==> src/rtl/csea_pipe.sv <==
// rtl/csea_pipe.sv - pipelined carry-select adder with valid/ready handshake
// Define CSEA_SAT_EN to saturate sum on signed overflow (ovf/cout stay raw).
module csea_pipe #(
  parameter int WIDTH  = 16,
  parameter int BLK    = 4,
  parameter int STAGES = 2
) (
  input  logic             clk,
  input  logic             rst_n,
  input  logic             in_valid,
  output logic             in_ready,
  input  logic [WIDTH-1:0] a,
  input  logic [WIDTH-1:0] b,
  input  logic             cin,
  output logic             out_valid,
  input  logic             out_ready,
  output logic [WIDTH-1:0] sum,
  output logic             cout,
  output logic             ovf
);

  localparam int W   = WIDTH / STAGES;  // result bits resolved per stage
  localparam int NBS = W / BLK;         // carry-select blocks per stage

  logic stall;

  for (genvar s = 0; s < STAGES; s++) begin : g_stage
    localparam int RI = WIDTH - s * W;  // operand bits still unprocessed at stage input

    logic [RI-1:0]        a_i;
    logic [RI-1:0]        b_i;
    logic                 c_i;
    logic                 v_i;
    logic                 as_i;
    logic                 bs_i;
    logic [NBS:0]         cc;
    logic [W-1:0]         blk_sum;
    logic [(s+1)*W-1:0]   sum_n;

    logic [(s+1)*W-1:0]   sum_q;
    logic                 c_q;
    logic                 v_q;
    logic                 as_q;
    logic                 bs_q;

    if (s == 0) begin : g_in
      assign a_i   = a;
      assign b_i   = b;
      assign c_i   = cin;
      assign v_i   = in_valid;
      assign as_i  = a[WIDTH-1];
      assign bs_i  = b[WIDTH-1];
      assign sum_n = blk_sum;
    end else begin : g_chain
      assign a_i   = g_stage[s-1].g_rem.a_q;
      assign b_i   = g_stage[s-1].g_rem.b_q;
      assign c_i   = g_stage[s-1].c_q;
      assign v_i   = g_stage[s-1].v_q;
      assign as_i  = g_stage[s-1].as_q;
      assign bs_i  = g_stage[s-1].bs_q;
      assign sum_n = {blk_sum, g_stage[s-1].sum_q};
    end

    assign cc[0] = c_i;

    // Both block sums are ready before the carry arrives; the carry only steers a mux.
    for (genvar j = 0; j < NBS; j++) begin : g_blk
      logic [BLK:0] r0;
      logic [BLK:0] r1;
      assign r0 = {1'b0, a_i[j*BLK +: BLK]} + {1'b0, b_i[j*BLK +: BLK]};
      assign r1 = {1'b0, a_i[j*BLK +: BLK]} + {1'b0, b_i[j*BLK +: BLK]} + {{BLK{1'b0}}, 1'b1};
      assign blk_sum[j*BLK +: BLK] = cc[j] ? r1[BLK-1:0] : r0[BLK-1:0];
      assign cc[j+1]               = cc[j] ? r1[BLK]     : r0[BLK];
    end

    // Data registers load only for valid slots so the output keeps the last result.
    always_ff @(posedge clk or negedge rst_n) begin
      if (!rst_n) begin
        v_q   <= 1'b0;
        c_q   <= 1'b0;
        as_q  <= 1'b0;
        bs_q  <= 1'b0;
        sum_q <= '0;
      end else if (!stall) begin
        v_q <= v_i;
        if (v_i) begin
          c_q   <= cc[NBS];
          as_q  <= as_i;
          bs_q  <= bs_i;
          sum_q <= sum_n;
        end
      end
    end

    if (s < STAGES - 1) begin : g_rem
      logic [RI-W-1:0] a_q;
      logic [RI-W-1:0] b_q;
      always_ff @(posedge clk or negedge rst_n) begin
        if (!rst_n) begin
          a_q <= '0;
          b_q <= '0;
        end else if (!stall && v_i) begin
          a_q <= a_i[RI-1:W];
          b_q <= b_i[RI-1:W];
        end
      end
    end
  end

  logic [WIDTH-1:0] raw;
  logic             as_l;
  logic             bs_l;

  assign out_valid = g_stage[STAGES-1].v_q;
  assign raw       = g_stage[STAGES-1].sum_q;
  assign cout      = g_stage[STAGES-1].c_q;
  assign as_l      = g_stage[STAGES-1].as_q;
  assign bs_l      = g_stage[STAGES-1].bs_q;
  assign stall     = out_valid && !out_ready;
  assign in_ready  = !stall;
  assign ovf       = (as_l == bs_l) && (raw[WIDTH-1] != as_l);

`ifdef CSEA_SAT_EN
  assign sum = !ovf ? raw :
               as_l ? {1'b1, {(WIDTH-1){1'b0}}} : {1'b0, {(WIDTH-1){1'b1}}};
`else
  assign sum = raw;
`endif

endmodule
==> config.mk <==
export PLATFORM = sky130hd
export DESIGN_NAME = csea_pipe
export DESIGN_NICKNAME = d
export VERILOG_FILES = /design/src/rtl/csea_pipe.sv
export SDC_FILE = /design/constraint.sdc
export NUM_CORES = 1
export LEC_CHECK = 0
export ABC_AREA = 1
export CAP_MARGIN = 20
export CORE_UTILIZATION = 55
export DETAILED_ROUTE_END_ITERATION = 16
export DONT_BUFFER_PORTS = 1
export HOLD_SLACK_MARGIN = 0.05
export PLACE_DENSITY_LB_ADDON = 0.25
export SLEW_MARGIN = 0
export SYNTH_ARGS = -nofsm -noshare
export SYNTH_HDL_FRONTEND = slang
export SYNTH_SLANG_ARGS = --single-unit
==> constraint.sdc <==
create_clock -name clk -period 5.25 [get_ports clk]
set_clock_uncertainty 0.15 [all_clocks]
set_input_delay 1.05 -clock clk [delete_from_list [all_inputs] [get_ports clk]]
set_output_delay 1.05 -clock clk [all_outputs]
set_load 0.01 [all_outputs]
* Yosys cells after proc, flatten, opt, wreduce, memory -nomap -nowiden *
Cells that the tools add are included.
Widths: inputs -> output; s select.

storage, ports and cells
  flip-flop bits (word level) = 48
  latch bits = 0
  RAM bits = 0
  memory bits (read-only) = 0
  bits of input ports = 37
  output and inout port bits = 20
  word-level logic and storage cells = 38
  memories kept = 0

cells by class
  add/subtract/negate cells = 8
  $mul = 0
  div/mod/pow operators = 0
  order comparisons = 0
  equal/unequal tests = 2
  shifts and indexed selects = 0
  mux-type cells = 8
  bitwise logic cells = 1
  reduce and logical (&&, ||, !) cells = 7

operators by type and width
  operator             count
  $add 4x4->5          4
  $add 5x1->5 const B  4
  $mux 4               4
  $mux 1               4
  $reduce_and 2->1     2
  $logic_and 1x1->1    3
  $logic_not 1->1      2
  $eq 1x1->1           1
  $ne 1x1->1           1
  $not 1->1            1

* Logic depth before layout (Yosys ltp) *
Gate-level depths: netlist of run 1.

  depth after elaboration = 4
  depth in mapped cells = 13
  mapped depth without buffers = 13

* Least setup slack after synthesis of run 1 *
Ideal clock, no wire load.

  kind = input to register
  start point = in a[0]
  end point = reg g_stage[0].sum_q[6]
  setup time = 116 ps
  arrival = 2594 ps
  data required time = 4984 ps
  slack = 2389 ps
  stages = 12
  path buffers = 0
  cells stage by stage = ha_1 fa_1 ha_1 nand2_1 nor2_4 nand3_2 nand2_4 nand2_4 nand2_1 o21ai_1 nand2_1 nand2_1

on the way
  longest elaborated chain between the ends = 4

RTL lines
  what                  line    source
  start, declared       12      input logic [WIDTH-1:0] a,
  $add 4x4->5 (*)       70, 71
  $add 5x1->5           71      assign r1 = {1'b0, a_i[j*BLK +: BLK]} + {1'b0, b_i[j*BLK +: BLK]} + {{BLK{1'b0}}, 1'b1};
  $mux 1 (*)            73      assign cc[j+1] = cc[j] ? r1[BLK] : r0[BLK];
  $mux 4 (*)            72      assign blk_sum[j*BLK +: BLK] = cc[j] ? r1[BLK-1:0] : r0[BLK-1:0];
  end signal, assigned  90      sum_q <= sum_n;
  end, declared         40      logic [(s+1)*W-1:0] sum_q;

Mark *: on every way between the ends. The rest lies on a longest branch, timed or not.
A chain may end at the register's enable or synchronous reset.

* Worst setup path after layout of run 1 *
  start point = in out_ready
  end point = reg g_stage[1].sum_q[9] (netlist: sum[9])

on the way
  longest elaborated chain between the ends = 4

RTL lines
  what                        line  source
  start, declared             16    input logic out_ready,
  $logic_not 1->1             119   assign stall = out_valid && !out_ready;
  $logic_and 1x1->1           119
  $not 1->1 (no line)         -
  $reduce_and 2->1 (no line)  -
  end signal, assigned        90
  end, declared               40

No other way between the ends.

==> results of run 1 <==
## flip-flops by register name, indices dropped and copies added, names as in the netlist
register,cells
g_stage.g_rem.b_q,7
g_stage.as_q,1
bs_l,1
as_l,1
g_stage.c_q,1
out_valid,1
g_stage.v_q,1
g_stage.sum_q,8
cout,1
g_stage.bs_q,1
g_stage.g_rem.a_q,7
sum,16
## worst register-to-register path, cell delays in order (launching register included)
cell	delay [ps]
dfrtp_1	420
inv_1	70
nor2_1	50
nor2_1	550
clkinv_1	760
o21ai_0	380
## power breakdown
group          total, mW  switching, mW  internal [mW]
logic              0.361          0.218          0.143
registers          0.551         0.0991          0.452
clock network      0.262          0.109          0.152
total               1.17          0.427          0.747
## routing by layer
layer	GRT usage	wire length (um)
met5	0	0
met4	0.0654	41
met3	0.0497	258
met2	0.358	2340
met1	0.272	2290
## final cells by class
type,instances,area (um^2)
clock inverters,1,30.0
fillers,452,1840
clock buffers,6,82.6
flip-flops and latches,46,1150
repair buffers,1,7.51
multi-input cells,259,1440
well taps,67,83.8
inverters,34,128
## through the flow
stage,util,setup WS (ps)
floorplan,-,2390
global placement,0.590,2240
detailed placement,0.590,2160
CTS,0.614,2460
global route,0.614,2130
finish,0.614,2510
## cell families (layout without fill, tap and decap cells)
logic type      Yosys count  after routing  synth area share
flops                    46             46             0.418
buf+inv                  41             42            0.0605
xor+xnor                 10             10            0.0345
fa+ha+maj                24             24             0.120
simple gates            195            195             0.309
compound gates           30             30            0.0582
## synth_stat cells
master | number | area, um^2
nand3_2 | 1 | 10.0
dfrtp_1 | 46 | 1150
inv_2 | 2 | 7.51
fa_1 | 4 | 80.1
clkbuf_4 | 1 | 7.51
o21ai_2 | 1 | 8.76
buf_4 | 1 | 7.51
nand4_1 | 3 | 18.8
xor2_2 | 1 | 16.3
nand2_2 | 3 | 18.8
xnor2_1 | 6 | 52.6
o21ai_0 | 16 | 80.1
nor4_1 | 1 | 6.26
a21oi_1 | 8 | 40.0
nand2_1 | 142 | 533
nand4_4 | 1 | 21.3
clkbuf_1 | 1 | 3.75
xor2_1 | 3 | 26.3
nand2_4 | 3 | 33.8
o21ai_1 | 3 | 15.0
o211ai_1 | 1 | 7.51
ha_1 | 20 | 250
buf_2 | 4 | 20.0
nand3b_1 | 2 | 15.0
nor3_1 | 1 | 5.00
nor2_4 | 1 | 11.3
nand3_1 | 21 | 105
inv_1 | 31 | 116
nor2_1 | 14 | 52.6
nand4_2 | 1 | 12.5
nor2_2 | 1 | 6.26
a21oi_2 | 1 | 8.76
clkinv_1 | 1 | 3.75
## worst min-delay path by stage
stage                                         end           startpoint  slack, ps  cells after the start
after global placement                  out_valid       g_stage[0].v_q        300                      2
after CTS                 g_stage[0].g_rem.b_q[2]                rst_n        280                      0
after floorplan                         out_valid       g_stage[0].v_q        280                      2
final                     g_stage[0].g_rem.a_q[6]                rst_n        290                      0
after global routing      g_stage[0].g_rem.a_q[6]                rst_n        270                      0
after detailed placement                   sum[4]  g_stage[0].sum_q[4]        310                      2
==> flow_metrics.py, run 1 <==
metrics = {
    "run_status": {
        "outcome": "finished clean",
    },
    "setup_path": {
        "cp.depth": 4,
        "cp-end-kind": "flip-flop",
        "critical_path_required_ps": 5290,
        "critPathBufInv": 1,
        "path_cells": "nor2_1, nor2_1, clkinv_1, o21ai_0",
        "slowest_stage": "clkinv_1",
        "r2r_cells": 5,
        "cp-start-kind": "input pin",
        "reg2reg_setup_slack_ps": 2770,
        "path_common_cell": "nor2_1",
        "critPathKind": "in -> reg",
        "cp-endpoint": "sum[9]",
        "cp_max_fo": 27,
        "worstPathArrival_ps": 2780,
        "r2r_end": "sum[9]",
        "critPathLaunch": "out_ready",
        "cp_top_family": "buffers and inverters",
        "rr_startpoint": "out_valid",
        "slowest_delay_ps": 760,
    },
    "logic_synthesis": {
        "avgSynthCellArea_um2": 7.96,
        "synth_warnings": 0,
        "synth_cell_types": 33,
        "syn_nets": 407,
        "synth-seq-cells": 46,
        "synth.yosys.seq_area_share": 0.418,
        "syn-cell-area_mm2": 0.00275,
        "syn_inst": 346,
    },
    "routing": {
        "vias_per_cell": 5.15,
        "via_count": 2131,
        "routedWlPerCell_um": 11.9,
        "postRouteWirelength_mm": 4.94,
        "drt_iter0_drc": 147,
        "firstDrtPassIters": 4,
        "drc_errors": 0,
        "ant_nets": 0,
    },
    "sta": {
        "fmax_ghz": 0.365,
        "setup_violations": 0,
        "max_slew.worst_pin.slew_ps": 725,
        "drv_slew": 0,
        "finalHoldViolCount": 0,
        "grt_setup_unrepaired": "no",
        "relSlewSlack": 0.515,
        "final.period_utilization": 0.522,
        "holdWs_ps": 293,
        "timing.final.crit_period_ps": 2740,
        "tns_ps": 0,
    },
    "power": {
        "irDropWorstVdd_mv": 0.188,
        "finalPower_mw": 1.17,
        "p_leak_nw": 1.56,
        "power_density_mw_per_mm2": 402,
    },
    "cts": {
        "cts.hold.buffers_added": 0,
        "clkSlewWorstSetupHoldPaths_ps": 80,
        "cts_root_buf": "clkbuf_8",
        "clk_latency_ps": 290,
        "cts_tree": "done",
        "cts.htree.levels": 2,
        "post_cts.repair.setup_buffers": 0,
        "cts_buffers": 5,
        "cts_buffer_depth": 2,
        "cts_resized": 0,
        "cts_sinks": 46,
    },
    "placed_design": {
        "routabilityCongestion": 0.753,
        "port_buffers": 0,
        "dp_hpwl_mm": 3.75,
        "postPlaceCellArea_mm2": 0.00281,
        "dpl.cell_count": 407,
    },
    "final_layout": {
        "nets": 408,
        "final_common_cell": "nand2_1",
        "drive_gt1_frac": 0.0692,
        "layout_common_cells": "nand2_1 (142), dfrtp_1 (46), inv_1 (31), nand3_1 (21), ha_1 (20)",
        "post-route-cell-area_mm2": 0.00292,
        "area_growth_pct": 6.00,
        "antenna_cells": 0,
        "fin_cells": 414,
    },
    "die": {
        "die_w_um": 72.7,
        "die-area_mm2": 0.00529,
        "pin_count": 57,
        "die_h_um": 72.7,
        "initial_utilization": 0.579,
        "coreArea_mm2": 0.00475,
        "core.rowCount": 25,
    },
    "grt": {
        "grt_pass1_wl_mm": 8.76,
        "grt_max_degree": 47,
        "grt_use_total": 0.213,
        "antenna_found_initial": 0,
        "first_global_vias": 1999,
        "grt-ovfl-total": 0,
    },
    "worst_hold_path": {
        "hold_path.class": "in -> async",
    },
    "flow_run": {
        "cap_violations": 0,
    },
}
(Power assumes the default switching activity.)
==> run 2, diff against run 1 <==
clock period = 2.2 ns   (was 5.25 ns; I/O delays follow)
==> flow_metrics.py, run 2 (synthesized netlist as in run 1, its figures left out) <==
metrics = {
    "run_status": {
        "outcome": "finished, violations left",
        "violations": "setup timing",
    },
    "cts": {
        "cts_tree": "done",
        "cts_root_buf": "clkbuf_8",
        "clkSlewWorstSetupHoldPaths_ps": 90,
        "cts_sinks": 46,
        "cts_buffer_depth": 2,
        "cts.htree.levels": 2,
        "clk_latency_ps": 300,
        "cts_buffers": 5,
    },
    "sta": {
        "finalHoldViolCount": 0,
        "timing.final.crit_period_ps": 2300,
        "holdWs_ps": 95.7,
        "finalWorstSetupSlack_ps": -97.5,
        "relSlewSlack": 0.707,
        "max_slew.worst_pin.slew_ps": 439,
        "final.period_utilization": 1.04,
        "grt_setup_unrepaired": "yes",
        "drv_slew": 0,
        "fmax_ghz": 0.435,
        "setup_violations": 5,
    },
    "power": {
        "p_leak_nw": 1.62,
        "power_density_mw_per_mm2": 921,
        "irDropWorstVdd_mv": 0.543,
    },
    "grt": {
        "grt_max_degree": 47,
        "first_global_vias": 2193,
        "grt_pass1_wl_mm": 9.31,
        "grt_use_total": 0.226,
        "grt-ovfl-total": 0,
        "antenna_found_initial": 0,
    },
    "final_layout": {
        "antenna_cells": 0,
        "multiInputGateArea_mm2": 0.00148,
        "post-route-cell-area_mm2": 0.00308,
        "largest_register_ffs": 16,
        "seq_area_mm2": 0.00115,
        "fill_cells": 440,
        "area_growth_pct": 11.9,
        "layout_common_cells": "nand2_1 (141), dfrtp_1 (46), inv_1 (31), nand3_1 (19), ha_1 (16)",
        "nets": 424,
        "final_common_cell": "nand2_1",
        "drive_gt1_frac": 0.129,
    },
    "setup_path": {
        "critPathLaunch": "g_stage[0].g_rem.a_q[0]",
        "worstPathArrival_ps": 2340,
        "rr_startpoint": "g_stage[0].g_rem.a_q[0]",
        "critical_path_required_ps": 2240,
        "cp-endpoint": "sum[14]",
        "critPathKind": "reg -> reg",
        "cp_max_fo": 7,
        "reg2reg_setup_slack_ps": -100,
        "cp-start-kind": "flip-flop",
        "r2r_cells": 12,
        "r2r_end": "sum[14]",
        "cp-end-kind": "flip-flop",
    },
    "routing": {
        "drc_errors": 0,
        "postRouteWirelength_mm": 5.31,
        "firstDrtPassIters": 4,
        "drt_iter0_drc": 72,
        "ant_nets": 0,
        "routedWlPerCell_um": 12.3,
        "vias_per_cell": 5.10,
        "via_count": 2199,
    },
    "placed_design": {
        "port_buffers": 0,
        "postPlaceCellArea_mm2": 0.00287,
        "dp_hpwl_mm": 3.89,
        "routabilityCongestion": 0.754,
    },
    "flow_run": {
        "cap_violations": 0,
    },
    "worst_hold_path": {
        "hold_path.class": "in -> reg",
        "worstHoldStart": "b[8]",
    },
    "die": {
        "core.rowCount": 25,
        "coreArea_mm2": 0.00475,
        "initial_utilization": 0.579,
        "die_w_um": 72.7,
        "die_h_um": 72.7,
        "pin_count": 57,
        "die-area_mm2": 0.00529,
    },
}
[run 2: changes by cell type in the layout (fill, tap and decap cells not counted), sizes merged]
cell / delta
clkbuf: -1
buf: +15
clkinv: +2
dlygate4sd3: +1
clkinvlp: +1
bufinv: -1
[run 2: cell type report]
class,count,share of cell area
inverters,34,0.0414
well taps,67,0.0272
clock buffers,5,0.0223
clock inverters,3,0.00691
repair buffers,17,0.0488
flip-flops and latches,46,0.374
multi-input cells,259,0.479
[run 2: worst max-delay path, stage by stage (launching register included)]
cell,delay [ps]
dfrtp_1,400
ha_2,210
fa_1,520
ha_2,180
nand2_2,70
nor2_4,160
nand3_2,110
nand2_4,100
nand2_4,80
nand2_1,60
nand2_1,50
nand3_1,60
nand2_1,50
[run 2: worst min path at each step]
stage,end,slack [ps],cells past startpoint
2_1_floorplan,as_l,-6,0
3_3_place_gp,g_stage[0].g_rem.b_q[2],-4,0
3_5_place_dp,g_stage[0].g_rem.a_q[2],-5,0
4_1_cts,g_stage[0].g_rem.b_q[1],90,2
5_1_grt,g_stage[0].g_rem.a_q[4],100,2
6_report,g_stage[0].g_rem.b_q[0],100,2
[run 2: through the flow]
step                      worst slack (ps)  utilization  total power [mW]  setup TNS [ps]  std cells
after floorplan                       2.91            -              2.02               0        346
after global placement               -42.8        0.604              2.21            -160        415
final                                -97.5        0.648              2.84            -430        431
after CTS                            -80.4        0.644              2.84            -335        429
after global routing                  -202        0.648              3.08            -972        431
after detailed placement              -102        0.604              2.25            -781        415
[run 2: what timing repair did]
action	CTS	global route
hold buffers	2	0
setup endpoints to repair	5	7
endpoints found under the hold margin	46	0
resized for setup	7	2
pin swaps	6	5
setup buffers	4	2
[run 2: report_power, final]
part	total [mW]	internal (mW)	leakage [nW]	switching [mW]
clock network	0.516	0.223	0.0441	0.292
logic	1.01	0.420	1.01	0.586
registers	1.31	1.08	0.569	0.236
total	2.84	1.72	1.62	1.11
[run 2: layer usage]
layer,up-vias,wire length (um),part of all wire,GRT usage
li1,1129,-,-,-
met5,-,0,0,0
met1,1023,2410,0.45,0.286
met3,8,220,0.041,0.0497
met2,39,2590,0.49,0.391
met4,0,81,0.015,0.0610
==> run 3, diff against run 2 <==
RECOVER_POWER = 50   (was not set)
==> flow_metrics.py, run 3 (synthesized netlist as in run 1, its figures left out) <==
metrics = {
    "power": {
        "seq_power_share": 0.465,
        "internal-power_mw": 1.72,
        "power_frac_comb": 0.354,
        "p_leak_nw": 1.62,
        "power_frac_clock": 0.182,
        "power_density_mw_per_mm2": 926,
        "finalPower_mw": 2.83,
        "irDropWorstVdd_mv": 0.542,
        "swShare": 0.393,
        "p_switching_mw": 1.11,
    },
    "cts": {
        "clk_latency_ps": 300,
        "cts_tree": "done",
        "cts_root_buf": "clkbuf_8",
        "clkSlewWorstSetupHoldPaths_ps": 90,
        "cts_sinks": 46,
        "cts_buffers": 5,
        "cts_buffer_depth": 2,
        "cts.htree.levels": 2,
    },
    "grt": {
        "grt-ovfl-total": 0,
        "grt_use_total": 0.226,
        "first_global_vias": 2193,
        "antenna_found_initial": 0,
        "grt_max_degree": 47,
        "grt_pass1_wl_mm": 9.31,
    },
    "worst_hold_path": {
        "min_delay_worst_endpoint": "g_stage[0].g_rem.b_q[0]",
        "worstHoldStart": "b[8]",
        "holdPathStages": 2,
        "hold_path.class": "in -> reg",
    },
    "setup_path": {
        "cp-end-kind": "flip-flop",
        "r2r_end": "sum[14]",
        "critPathKind": "reg -> reg",
        "critical_path_required_ps": 2240,
        "critPathLaunch": "g_stage[0].g_rem.a_q[0]",
        "cp-start-kind": "flip-flop",
        "worstPathArrival_ps": 2340,
        "path_cells": "ha_2, fa_1, ha_2, nand2_2, nor2_4, nand3_2, nand2_4, nand2_4, nand2_1, nand2_1, nand3_1, nand2_1",
        "r2r_cells": 12,
        "reg2reg_setup_slack_ps": -100,
        "cp_max_fo": 7,
        "path_common_cell": "nand2_1",
        "slowest_delay_ps": 520,
        "slowest_stage": "fa_1",
        "rr_startpoint": "g_stage[0].g_rem.a_q[0]",
    },
    "final_layout": {
        "fin_util": 0.643,
        "fin_cells": 431,
        "seq_area_mm2": 0.00115,
        "drive_gt1_frac": 0.129,
        "final_common_cell": "nand2_1",
        "largest_register_ffs": 16,
        "layout_common_cells": "nand2_1 (141), dfrtp_1 (46), inv_1 (31), nand3_1 (19), ha_1 (16)",
        "antenna_cells": 0,
        "nets": 424,
        "multiInputGateArea_mm2": 0.00148,
        "area_growth_pct": 11.0,
        "fill_cells": 443,
    },
    "routing": {
        "ant_nets": 0,
        "via_count": 2200,
        "drc_errors": 0,
        "dr_wl_met3_um": 213,
        "top_layer": "met4",
        "postRouteWirelength_mm": 5.32,
        "firstDrtPassIters": 4,
        "wl_met1_mm": 2.41,
        "routedWlPerCell_um": 12.3,
        "vias_per_cell": 5.10,
        "drt_iter0_drc": 86,
        "dr_wl_met2_mm": 2.61,
    },
    "placed_design": {
        "routabilityCongestion": 0.754,
        "dpl.cell_count": 415,
        "port_buffers": 0,
        "dp_hpwl_mm": 3.89,
    },
    "die": {
        "die_h_um": 72.7,
        "pin_count": 57,
        "initial_utilization": 0.579,
        "coreArea_mm2": 0.00475,
        "die_w_um": 72.7,
        "core.rowCount": 25,
        "die-area_mm2": 0.00529,
    },
    "sta": {
        "finalHoldViolCount": 0,
        "max_slew.worst_pin.slew_ps": 1110,
        "tns_ps": -429,
        "drv_slew": 0,
        "timing.final.crit_period_ps": 2300,
        "setup_violations": 5,
        "relSlewSlack": 0.263,
        "holdWs_ps": 96.1,
        "fmax_ghz": 0.435,
        "final.period_utilization": 1.04,
        "grt_setup_unrepaired": "yes",
        "finalWorstSetupSlack_ps": -97.1,
    },
    "run_status": {
        "outcome": "finished, violations left",
        "violations": "setup timing",
    },
    "flow_run": {
        "cap_violations": 0,
    },
}
==> run 3: cell count changes in the layout (fill, tap and decap cells not counted), sizes merged <==
cell | before | now
clkbuf | 5 | 6
buf | 16 | 15
==> run 3: critical path: cells and delay by family, from the launching register on <==
| kind | cells | cell delay (ps) |
|---|---|---|
| fa+ha+maj | 3 | 910 |
| flops | 1 | 400 |
| simple gates | 9 | 740 |
==> run 3: routing by layer <==
layer	track usage	up-vias
met5	0	-
met4	0.0610	0
met3	0.0497	8
met2	0.391	38
met1	0.286	1024
li1	-	1130
==> run 3: cell type report <==
cell class | instances | share of cell area
Clock inverter | 3 | 0.00696
Sequential cell | 46 | 0.377
Tap cell | 67 | 0.0274
Clock buffer | 5 | 0.0225
Multi-Input combinational cell | 259 | 0.483
Timing Repair Buffer | 17 | 0.0418
Inverter | 34 | 0.0418
==> run 3: worst max-delay path by stage <==
stage                                endpoint  slack, ps
after floorplan           g_stage[0].sum_q[6]          3
after global placement    g_stage[0].sum_q[6]        -40
after detailed placement              sum[14]       -100
after CTS                             sum[14]        -80
after global routing                  sum[15]       -200
final                                 sum[14]       -100
==> run 3: timing repair <==
item                                   4_1_cts  5_1_grt
endpoints found under the hold margin       46        0
setup endpoints to repair                    5        7
pin swaps                                    6        5
resized for setup                            7        2
hold buffers                                 2        0
gates cloned                                 0        0
setup buffers                                4        2
==> run 3: through the flow <==
| stage | instance area [um^2] | worst slack [ps] |
|---|---|---|
| 4_1_cts | 3060 | -80.4 |
| 2_1_floorplan | 2760 | 2.91 |
| 3_3_place_gp | 2870 | -42.8 |
| 5_1_grt | 3060 | -202 |
| 3_5_place_dp | 2870 | -102 |
| 6_report | 3060 | -97.1 |
==> run 3: power by group through the flow <==
stage | Combinational [mW] | Sequential [mW] | Clock [mW]
floorplan | 0.739 | 1.28 | 0
global placement | 0.880 | 1.33 | 0
detailed placement | 0.910 | 1.34 | 0
CTS | 0.986 | 1.32 | 0.530
global route | 1.16 | 1.35 | 0.571
finish | 1.00 | 1.32 | 0.514
